`src/rtl/intdiv_sd2encoding.sv`:
```
`default_nettype none
// ---------------------------------------------------------------------------
// Module   : intdiv_sd2encoding (package)
// Purpose  : Shared radix-2 signed-digit (sd2) encoding for the integer
//            divider. A digit travels as a (p,n) bit pair.
// Revision : 1.0 - initial release
// ---------------------------------------------------------------------------
package intdiv_sd2encoding;

  // (p,n) codes: p alone is +1, n alone is -1, equal bits mean zero
  localparam logic [1:0] POS1   = 2'b10;
  localparam logic [1:0] NEG1   = 2'b01;
  localparam logic [1:0] ZERO_1 = 2'b00;
  localparam logic [1:0] ZERO_2 = 2'b11;

  // True when the code carries a zero digit (either zero encoding)
  function automatic logic sd2_is_zero(input logic [1:0] code);
    return (code == ZERO_1) || (code == ZERO_2);
  endfunction

endpackage : intdiv_sd2encoding
`default_nettype wire

```
`src/rtl/intdiv_otf_cell.sv`:
```
`default_nettype none
// ---------------------------------------------------------------------------
// Module   : intdiv_otf_cell
// Purpose  : One on-the-fly conversion step. Appends a signed digit to the
//            pair (Q, QM = Q-1) without a carry-propagating adder.
// Revision : 1.0 - initial release
// ---------------------------------------------------------------------------
module intdiv_otf_cell
  import intdiv_sd2encoding::*;
#(
  parameter int W = 17
) (
  input  logic [1:0]   digit,
  input  logic [W-1:0] q,
  input  logic [W-1:0] qm,
  output logic [W-1:0] q_nxt,
  output logic [W-1:0] qm_nxt
);

  // Select the shifted source and appended bit for each digit value
  always_comb begin
    // Zero digit: Q gains a 0, QM gains a 1 (both zero codes land here)
    q_nxt  = {q[W-2:0], 1'b0};
    qm_nxt = {qm[W-2:0], 1'b1};
    case (digit)
      POS1: begin
        q_nxt  = {q[W-2:0], 1'b1};
        qm_nxt = {q[W-2:0], 1'b0};
      end
      NEG1: begin
        q_nxt  = {qm[W-2:0], 1'b1};
        qm_nxt = {qm[W-2:0], 1'b0};
      end
      default: begin
      end
    endcase
  end

endmodule : intdiv_otf_cell
`default_nettype wire

```
`src/rtl/intdiv_otf_conv.sv`:
```
`default_nettype none
// ---------------------------------------------------------------------------
// Module   : intdiv_otf_conv
// Purpose  : Converts N MSB-first sd2 quotient digits into an (N+1)-bit
//            two's-complement quotient using on-the-fly Q/QM conversion.
//            Digits arrive on a valid/ready stream, the result leaves on a
//            valid/ready handshake.
// Options  : INTDIV_OTF_CORR_EN - adds input 'corr'; when set together with
//            the last digit the result is QM (quotient minus one).
// Revision : 1.0 - initial release
// ---------------------------------------------------------------------------
module intdiv_otf_conv
  import intdiv_sd2encoding::*;
#(
  parameter int N = 16
) (
  input  logic         clk,
  input  logic         rst,
  input  logic         start,
  input  logic         din_valid,
  output logic         din_ready,
  input  logic [1:0]   din,
`ifdef INTDIV_OTF_CORR_EN
  input  logic         corr,
`endif
  output logic [N:0]   q_out,
  output logic         out_valid,
  input  logic         out_ready
);

  localparam int CW = $clog2(N);

  localparam logic [1:0] c_IDLE = 2'd0;
  localparam logic [1:0] c_CONV = 2'd1;
  localparam logic [1:0] c_DONE = 2'd2;

  logic [1:0]    r_state;
  logic [N:0]    r_q;
  logic [N:0]    r_qm;
  logic [CW-1:0] r_cnt;
  logic [N:0]    r_result;

  logic [N:0]    w_q_nxt;
  logic [N:0]    w_qm_nxt;
  logic          w_accept;
  logic          w_last;
  logic          w_corr;
  logic          w_zero_digit;

`ifdef INTDIV_OTF_CORR_EN
  assign w_corr = corr;
`else
  assign w_corr = 1'b0;
`endif

  // A digit offered in the same cycle as start belongs to the old operation
  assign w_accept = (r_state == c_CONV) && din_valid && !start;
  assign w_last   = (r_cnt == CW'(N - 1));

  // Status only; the cell decodes both zero codes identically
  assign w_zero_digit = sd2_is_zero(din);

  assign din_ready = (r_state == c_CONV);
  assign out_valid = (r_state == c_DONE);
  assign q_out     = r_result;

  intdiv_otf_cell #(
    .W(N + 1)
  ) u_cell (
    .digit  (din),
    .q      (r_q),
    .qm     (r_qm),
    .q_nxt  (w_q_nxt),
    .qm_nxt (w_qm_nxt)
  );

  // Sequencing: start always wins, otherwise walk IDLE -> CONV -> DONE
  always_ff @(posedge clk) begin
    if (rst) begin
      r_state <= c_IDLE;
    end else if (start) begin
      r_state <= c_CONV;
    end else begin
      case (r_state)
        c_IDLE: r_state <= c_IDLE;
        c_CONV: if (w_accept && w_last) r_state <= c_DONE;
        c_DONE: if (out_ready) r_state <= c_IDLE;
        default: r_state <= c_IDLE;
      endcase
    end
  end

  // Conversion datapath: Q/QM/count advance only on an accepted digit
  always_ff @(posedge clk) begin
    if (rst) begin
      r_q      <= '0;
      r_qm     <= '0;
      r_cnt    <= '0;
      r_result <= '0;
    end else if (start) begin
      r_q   <= '0;
      r_qm  <= '1;
      r_cnt <= '0;
    end else if (w_accept) begin
      r_q  <= w_q_nxt;
      r_qm <= w_qm_nxt;
      if (w_last) begin
        r_cnt    <= '0;
        // Correction selects the already-available QM, no subtraction
        r_result <= w_corr ? w_qm_nxt : w_q_nxt;
      end else begin
        r_cnt <= r_cnt + CW'(1);
      end
    end
  end

  // Keep the zero-code decode observable to lint without affecting logic
  logic w_unused;
  assign w_unused = w_zero_digit;

endmodule : intdiv_otf_conv
`default_nettype wire

```
`config.mk`:
```
export PLATFORM = sky130hd
export DESIGN_NAME = intdiv_otf_conv
export DESIGN_NICKNAME = d
export VERILOG_FILES = /design/src/rtl/intdiv_sd2encoding.sv /design/src/rtl/intdiv_otf_cell.sv /design/src/rtl/intdiv_otf_conv.sv
export SDC_FILE = /design/constraint.sdc
export NUM_CORES = 1
export LEC_CHECK = 0
export ABC_AREA = 1
export ABC_CLOCK_PERIOD_IN_PS = 1700
export CORE_MARGIN = 2
export CORE_UTILIZATION = 40
export CTS_CLUSTER_DIAMETER = 30
export CTS_CLUSTER_SIZE = 8
export DETAILED_ROUTE_END_ITERATION = 7
export PLACE_DENSITY_LB_ADDON = 0.3
export SETUP_SLACK_MARGIN = 0.5
export SLEW_MARGIN = 20
export SYNTH_ARGS = -nofsm -noshare
export SYNTH_HDL_FRONTEND = slang
export SYNTH_HIERARCHICAL = 1
export SYNTH_SLANG_ARGS = --single-unit
```
`constraint.sdc`:
```
create_clock -name clk -period 1.7 [get_ports clk]
set_clock_uncertainty 0.05 [all_clocks]
set_input_delay 0.17 -clock clk [delete_from_list [all_inputs] [get_ports clk]]
set_output_delay 0.17 -clock clk [all_outputs]
set_load 0.02 [all_outputs]
```
==> results_dict.tcl, run 1 <==
set metrics [dict create \
    cts_tree "built" \
    status "complete, no violations" \
    worst_slew_pin_slew_ns 0.299 \
    area_growth_syn_to_layout_pct 39.3 \
    fin_util_pct 57.2 \
    grt_usage_pct 18.9 \
    drt_pass1_iterations 4 \
    path_clk_slew_ns 0.10 \
    die_h_um 87.1 \
    final_nets 492 \
    setup_violations 0 \
    die-area_sq_um 7580 \
    totalWireLength_um 7570 \
    clock_sinks 55 \
    whs_endpoint "r_state[0]" \
    antenna_found_initial 0 \
    grt_pass1_wl_um 11400 \
    rsz0062_at_grt "yes" \
    routabilityCongestion 0.780 \
    cp-start-kind "register" \
    power.leakage_uw 0.00192 \
    p_per_area_nw_per_um2 657 \
    syn_inst 432 \
    setup_tns_ns 0 \
    reg2reg_from "r_cnt[1]" \
    cp_cell_sequence "ha_4 -> nand2_4 -> nor2_4 -> nand2_8 -> buf_4 -> buf_12 -> nand2_1 -> nand2_1 -> nor2_1" \
    hold_viol 0 \
    hold_class "input port to register" \
    hpwl_um 3680 \
    fin_crit_ns 1.44 \
    fillers 605 \
    io_buffers 25 \
    worst_path_max_delay_cell "dfxtp_2" \
    synth.avg_cell_area_sq_um 6.39 \
    multiInputGateArea_sq_um 1660 \
    num_rows 30 \
    critPathKind "register to register" \
    period_share_pct 84.8 \
    hold_path_startpoint "start" \
    cpMostUsedCell "nand2_1" \
    grt_remaining_overflow 0 \
    seq_area_sq_um 1110 \
    max_cap_viol_count 0 \
    fmax_mhz 694 \
    peakVddDrop_v 0.000303 \
    grt_pass1_vias 2433 \
    synth_fp_nets 442 \
    drtIter0Drc 183 \
    slew_viol_final 0 \
    crit_buf_inv 2 \
    route.detailed.drc 0 \
    drive_gt1_share_pct 27.4 \
    avgRoutedWirePerCell_um 13.5 \
    slowest_delay_ns 0.36 \
    die_w_um 87.1 \
    yosys_warnings 6 \
    antenna_cells 0 \
    clockBufferDepth 2 \
    syn_area_sq_um 2760 \
    cp_data_arrival_time_ns 1.64 \
    vias 2770 \
    cts_max_level 2 \
    hold_depth 3 \
    endpoint_kind "register" \
    antenna_left 0 \
    r2r-end "q_out[1]" \
    cp_max_fo 7 \
    cp_top_family "simple AND/OR/NAND/NOR gates" \
    via_per_inst 4.93 \
    rrSetupSlack_ns 0.26 \
    coreArea_sq_um 6720 \
    grt_max_degree 35 \
    cts_root_buf "clkbuf_8" \
    slew_headroom_pct 80.1 \
    required_ns 1.90 \
    r2r_cells 9 \
    boundaryPins 26 \
    clk_latency_ns 0.31 \
    start_util_pct 41.1 \
    cts_inserted_buffers 5 \
]
-- worst max path at each step --
stage | start | endpoint | slack (ns) | cells after the start
detailed placement | din[0] | q_out[14] | -0.1 | 8
global placement | din[0] | q_out[14] | -0.09 | 8
global route | r_cnt[1] | q_out[13] | 0.17 | 9
floorplan | din[0] | r_qm[13] | 0.50 | 8
CTS | r_state[1] | out_valid | 0.28 | 3
finish | r_cnt[1] | q_out[1] | 0.26 | 9
-- worst reg2reg max path: stages (launching register included) --
cell	delay, ns
dfxtp_2	0.36
ha_4	0.15
nand2_4	0.05
nor2_4	0.18
nand2_8	0.12
buf_4	0.17
buf_12	0.13
nand2_1	0.05
nand2_1	0.04
nor2_1	0.08
-- stage by stage --
stage	worst slack, ns	cells	hold WS, ns	instance area (sq um)	total power [uW]
6_report	0.259	562	0.289	3850	2530
5_1_grt	0.171	562	0.307	3850	2640
4_1_cts	0.281	548	0.425	3530	2470
3_5_place_dp	-0.0979	526	0.431	3100	1710
3_3_place_gp	-0.0891	526	0.419	3100	1700
2_1_floorplan	0.500	432	0.289	2790	1630
-- placed cells by master (no fill, tap or decap), types with 2 or more instances in the layout --
cell	count
buf_8	2
nand2_1	150
clkbuf_2	10
buf_12	10
dfxtp_2	4
o21ai_0	7
buf_4	13
clkbuf_8	6
nand2_4	7
dlymetal6s2s_1	2
buf_16	5
nor2_1	85
nor2_4	4
clkdlybuf4s15_1	5
nand3_1	2
inv_1	24
buf_2	3
nor2_2	16
a21oi_1	4
o21ai_1	17
nand2_2	15
inv_4	3
ha_4	3
nand2_8	5
dfxtp_1	50
clkdlybuf4s50_1	2
o21ai_2	9
buf_6	8
-- power by group --
group          total (uW)  internal [uW]  switching, uW
registers            1380           1330           41.0
clock network         739            321            418
logic                 413            162            251
total                2530           1820            710
-- sequential cells by signal, summed over array words and instances, names as in the netlist --
register / cells
q_out: 17
r_q: 16
r_qm: 16
r_cnt: 4
r_state: 2
-- layout make-up --
class	count	area share, %
repair buffers	63	19.8
clock inverters	1	0.130
multi-input cells	328	43.0
well taps	80	2.60
flip-flops and latches	55	28.9
inverters	29	3.45
clock buffers	6	2.15
-- timing repair --
action	4_1_cts	5_1_grt
endpoints found under the setup margin	69	71
resized for setup	75	101
cloned	6	4
pin swaps	10	18
hold endpoints to repair	0	0
hold buffers	0	0
buffers inserted	9	10
-- layer usage --
metal	wire, um	vias up	part of all wire [%]	global-route usage, %
li1	-	1409	-	-
met1	3220	1253	42	24.7
met2	3610	97	48	30.7
met3	628	11	8.3	4.83
met4	117	0	1.5	5.82
met5	0	-	0	0
No activity file was read; power rests on OpenSTA's default activity.
==> inputs of run 2 (changes only) <==
--- a/config.mk
+++ b/config.mk
@@ -6,7 +6,7 @@
 export NUM_CORES = 1
 export LEC_CHECK = 0
 export ABC_AREA = 1
-export ABC_CLOCK_PERIOD_IN_PS = 1700
+export ABC_CLOCK_PERIOD_IN_PS = 1200
 export CORE_MARGIN = 2
 export CORE_UTILIZATION = 40
 export CTS_CLUSTER_DIAMETER = 30
==> constraint.sdc (replaced) <==
create_clock -name clk -period 1.2 [get_ports clk]
set_clock_uncertainty 0.05 [all_clocks]
set_input_delay 0.12 -clock clk [delete_from_list [all_inputs] [get_ports clk]]
set_output_delay 0.12 -clock clk [all_outputs]
set_load 0.02 [all_outputs]
==> results_dict.tcl, run 2 (same netlist as run 1, synthesis figures left out) <==
set metrics [dict create \
    path_clk_slew_ns 0.10 \
    cp_max_fo 8 \
    hold_depth 4 \
    clockPowerShare_pct 28.3 \
    worst_path_max_delay_cell "dfxtp_2" \
    grt_max_degree 33 \
    boundaryPins 26 \
    grt_usage_pct 19.7 \
    route.detailed.drc 0 \
    combPwrFrac_pct 18.0 \
    cp_top_family "buffers and inverters" \
    hold_viol 0 \
    final_common_cell "nand2_1" \
    slowest_delay_ns 0.34 \
    die-area_sq_um 7580 \
    mostFrequentLayoutCells "nand2_1 (137), nor2_1 (78), dfxtp_1 (34)" \
    die_h_um 87.1 \
    multiInputGateArea_sq_um 1780 \
    violations "negative setup slack" \
    grt_pass1_wl_um 11800 \
    clk_latency_ns 0.31 \
    r2r_cells 8 \
    cts_root_buf "clkbuf_8" \
    die_w_um 87.1 \
    top_usage_layer "met2" \
    report.power.total_uw 3640 \
    place_inst 534 \
    coreArea_sq_um 6720 \
    num_rows 30 \
    fmax_mhz 782 \
    swShare_pct 29.4 \
    hold_class "input port to register" \
    routabilityCongestion 0.788 \
    endpoint_kind "register" \
    rsz0062_at_grt "yes" \
    critPathKind "register to register" \
    cp_cell_sequence "inv_4 -> nand3_4 -> buf_12 -> buf_8 -> nand2_8 -> clkbuf_16 -> nor2_1 -> nor2_1" \
    cts_max_level 2 \
    cts_hold_buf 0 \
    start_util_pct 41.1 \
    cpMostUsedCell "nor2_1" \
    area_growth_syn_to_layout_pct 41.1 \
    cp.depth 8 \
    max_cap_viol_count 0 \
    clock_sinks 55 \
    slew_viol_final 0 \
    grtUsageMet3_pct 4.08 \
    p_int_uw 2570 \
    largest_reg_flops 17 \
    drive_gt1_share_pct 35.8 \
    avgRoutedWirePerCell_um 13.9 \
    cp_data_arrival_time_ns 1.49 \
    use_met2_pct 34.2 \
    fin_crit_ns 1.28 \
    fin_ws_ns -0.0785 \
    power.leakage_uw 0.00195 \
    fillers 601 \
    hpwl_um 4180 \
    crit_buf_inv 4 \
    slew_headroom_pct 77.8 \
    vias 2793 \
    setup_violations 45 \
    p_per_area_nw_per_um2 934 \
    seq_area_sq_um 1130 \
    p_sw_uw 1070 \
    antenna_found_initial 0 \
    peakVddDrop_v 0.000637 \
    drtIter0Drc 152 \
    seqPwrFrac_pct 53.7 \
    period_share_pct 107 \
    drt_pass1_iterations 4 \
    required_ns 1.41 \
    status "finished with violations" \
    totalWireLength_um 7780 \
    met1_usage_pct 24.8 \
    fin_cells 558 \
    io_buffers 25 \
    cts_tree "built" \
    grt_pass1_vias 2528 \
    final_nets 487 \
    cp-start-kind "register" \
    cts_inserted_buffers 5 \
    antenna_left 0 \
    via_per_inst 5.01 \
    antenna_cells 0 \
    grt_remaining_overflow 0 \
    clockBufferDepth 2 \
    worst_slew_pin_slew_ns 0.332 \
]
run 2: changes by cell type in the layout (fill, tap and decap cells not counted), moves of 7 or more:
| cell | change |
|---|---|
| buf_6 | +12 |
| clkbuf_2 | -10 |
| dfxtp_1 | -16 |
| dfxtp_2 | +16 |
| nand2_1 | -13 |
| nand2_2 | +12 |
| nor2_1 | -7 |
| nor2_4 | +9 |
run 2: worst paths after layout:
path | endpoint | slack (ns) | start
max | r_qm[14] | -0.08 | r_state[1]
min | r_state[1] | 0.42 | out_ready
max reg2reg | r_qm[14] | -0.08 | r_state[1]
min reg2reg | r_qm[15] | 0.45 | r_qm[15]
run 2: repair_timing:
action,in CTS,in global routing
pin swaps,11,8
resized for setup,160,64
buffers inserted,5,3
cloned,3,5
endpoints found under the setup margin,74,74
run 2: layer usage:
layer	wire [um]	vias up	part of all wire [%]
li1	-	1397	-
met1	3420	1297	44
met2	3780	84	49
met3	400	15	5.1
met4	184	0	2.4
met5	0	-	0
run 2: final cells by class:
cell class / instances / share of cell area [%]
multi-input cells: 330 / 45.6
well taps: 80 / 2.57
inverters: 29 / 3.60
clock buffers: 7 / 1.96
repair buffers: 56 / 17.1
flip-flops and latches: 55 / 29.0
clock inverters: 1 / 0.128
run 2: worst min-delay path, stage by stage:
cell and delay [ns]:
clkdlybuf4s50_1 0.45, inv_1 0.04, nand2_1 0.08, a21oi_2 0.06
run 2: stage by stage:
step           instance area, sq um  setup TNS [ns]  hold slack [ns]  worst slack (ns)  util, %
2_1_floorplan                  2930               0            0.230           0.00907        -
3_3_place_gp                   3250          -23.69            0.415            -0.507     48.4
4_1_cts                        3600          -0.492            0.385           -0.0316     53.6
6_report                       3890           -2.02            0.419           -0.0785     58.0
5_1_grt                        3890           -4.60            0.460            -0.128     58.0
3_5_place_dp                   3250          -24.79            0.428            -0.534     48.4
run 2: power groups by stage:
stage	registers [uW]	clock network, uW	logic (uW)
2_1_floorplan	1980	0	386
6_report	1950	1030	656
4_1_cts	1950	1050	545
3_3_place_gp	1990	0	492
5_1_grt	1960	1110	711
3_5_place_dp	1990	0	498
==> inputs of run 3 (changes only) <==
--- a/config.mk
+++ b/config.mk
@@ -7,7 +7,7 @@
 export LEC_CHECK = 0
 export ABC_AREA = 1
 export ABC_CLOCK_PERIOD_IN_PS = 1200
-export CORE_MARGIN = 2
+export CORE_MARGIN = 1.5
 export CORE_UTILIZATION = 40
 export CTS_CLUSTER_DIAMETER = 30
 export CTS_CLUSTER_SIZE = 8
==> results_dict.tcl, run 3 (same netlist as run 1, synthesis figures left out) <==
set metrics [dict create \
    status "finished with violations" \
    violations "negative setup slack" \
    rrSetupSlack_ns -0.09 \
    grt_usage_pct 22.6 \
    final_nets 499 \
    p_per_area_nw_per_um2 933 \
    grtUsageMet3_pct 4.04 \
    rsz0062_at_grt "yes" \
    slew_viol_final 0 \
    max_cap_viol_count 0 \
    peakVddDrop_v 0.000603 \
    period_share_pct 108 \
    drt_pass1_iterations 6 \
    coreArea_sq_um 6720 \
    route.detailed.drc 0 \
    worst_slew_pin_slew_ns 0.292 \
    cp_max_fo 3 \
    via_per_inst 5.16 \
    drtIter0Drc 240 \
    antenna_found_initial 0 \
    clk_latency_ns 0.31 \
    r2r-end "r_state[0]" \
    endpoint_kind "register" \
    cp-start-kind "register" \
    num_rows 30 \
    fin_cells 570 \
    grt_pass1_wl_um 13200 \
    cts_root_buf "clkbuf_8" \
    grt_max_degree 26 \
    hold_slack_ns 0.387 \
    start_util_pct 41.1 \
    path_clk_slew_ns 0.10 \
    fin_crit_ns 1.29 \
    critPathKind "register to register" \
    multiInputGateArea_sq_um 1890 \
    hpwl_um 4220 \
    boundaryPins 26 \
    place_inst 536 \
    hold_path_startpoint "din[1]" \
    fmax_mhz 773 \
    slew_headroom_pct 80.5 \
    antenna_cells 0 \
    cts_inserted_buffers 5 \
    crit_start "r_cnt[1]" \
    cp_data_arrival_time_ns 1.49 \
    vias 2941 \
    die_h_um 86.1 \
    required_ns 1.40 \
    mostFrequentLayoutCells "nand2_1 (128), nor2_1 (64), dfxtp_1 (34)" \
    die-area_sq_um 7410 \
    cts_tree "built" \
    dpl_worst_slack_ns -0.527 \
    power.leakage_uw 0.00206 \
    grt_pass1_vias 2724 \
    cts_hold_buf 0 \
    hold_class "input port to register" \
    avgRoutedWirePerCell_um 14.6 \
    largest_reg_flops 17 \
    critPathCapture "r_state[0]" \
    setup_violations 51 \
    antenna_left 0 \
    drive_gt1_share_pct 44.7 \
    grt_remaining_overflow 0 \
    met1_usage_pct 28.8 \
    io_buffers 25 \
    area_growth_syn_to_layout_pct 55.1 \
    clock_sinks 55 \
    die_w_um 86.1 \
    report.power.total_uw 4000 \
    reg2reg_from "r_cnt[1]" \
    hold_viol 0 \
    r2r_cells 8 \
    seq_area_sq_um 1130 \
    fillers 546 \
    use_met2_pct 39.0 \
    routabilityCongestion 0.752 \
    final_common_cell "nand2_1" \
    clockBufferDepth 2 \
    totalWireLength_um 8320 \
    fin_ws_ns -0.0935 \
    cts_max_level 2 \
    top_usage_layer "met2" \
]
run 3: cell count changes in the layout (fill, tap and decap cells not counted), sizes merged:
| cell | delta |
|---|---|
| dlygate4sd2 | -1 |
| clkinvlp | +1 |
| nand2 | -2 |
| clkdlybuf4s15 | -1 |
| buf | +17 |
| clkbuf | -2 |
run 3: how the worst min path moves through the flow:
stage | endpoint | slack, ns | depth (start not counted)
global placement | r_qm[15] | 0.42 | 2
detailed placement | r_qm[15] | 0.42 | 2
floorplan | r_state[1] | 0.23 | 3
finish | r_qm[0] | 0.39 | 5
CTS | r_qm[0] | 0.39 | 5
global route | r_state[1] | 0.41 | 4
run 3: metal layers:
layer	wire length (um)	part of all wire [%]
met1	3320	40
met2	4120	49
met3	637	7.7
met4	243	2.9
met5	0	0
run 3: through the flow:
step | TNS, ns | util [%] | area, sq um
floorplan | 0 | - | 2930
global placement | -23.37 | 49.0 | 3290
detailed placement | -24.97 | 49.0 | 3290
CTS | -1.18 | 59.5 | 4000
global route | -5.42 | 63.7 | 4280
finish | -2.36 | 63.7 | 4280
run 3: layout make-up:
| cell class | instances | share of cell area (%) |
|---|---|---|
| Inverter | 29 | 3.74 |
| Timing Repair Buffer | 69 | 20.4 |
| Timing Repair inverter | 1 | 0.468 |
| Clock inverter | 1 | 0.175 |
| Multi-Input combinational cell | 328 | 44.2 |
| Sequential cell | 55 | 26.4 |
| Clock buffer | 7 | 2.25 |
| Tap cell | 80 | 2.34 |
run 3: what timing repair did:
item                       CTS  global route
pin swaps                   37            12
resized for setup          233            57
setup endpoints to repair   74            74
setup buffers                8            10
cloned                       8             0
run 3: worst max-delay path: stages (launching register included):
cell and delay (ns):
dfxtp_2 0.35, ha_4 0.17, nand2_4 0.07, nor2_4 0.04, buf_4 0.13, buf_6 0.10
buf_6 0.11, buf_4 0.12, a21oi_2 0.10
run 3: power by group:
part | internal [uW] | leakage [uW] | total (uW) | switching, uW
registers | 1890 | 0.000460 | 1960 | 71.8
clock network | 527 | 0.0000505 | 1160 | 630
logic | 392 | 0.00155 | 878 | 486
total | 2810 | 0.00206 | 4000 | 1190
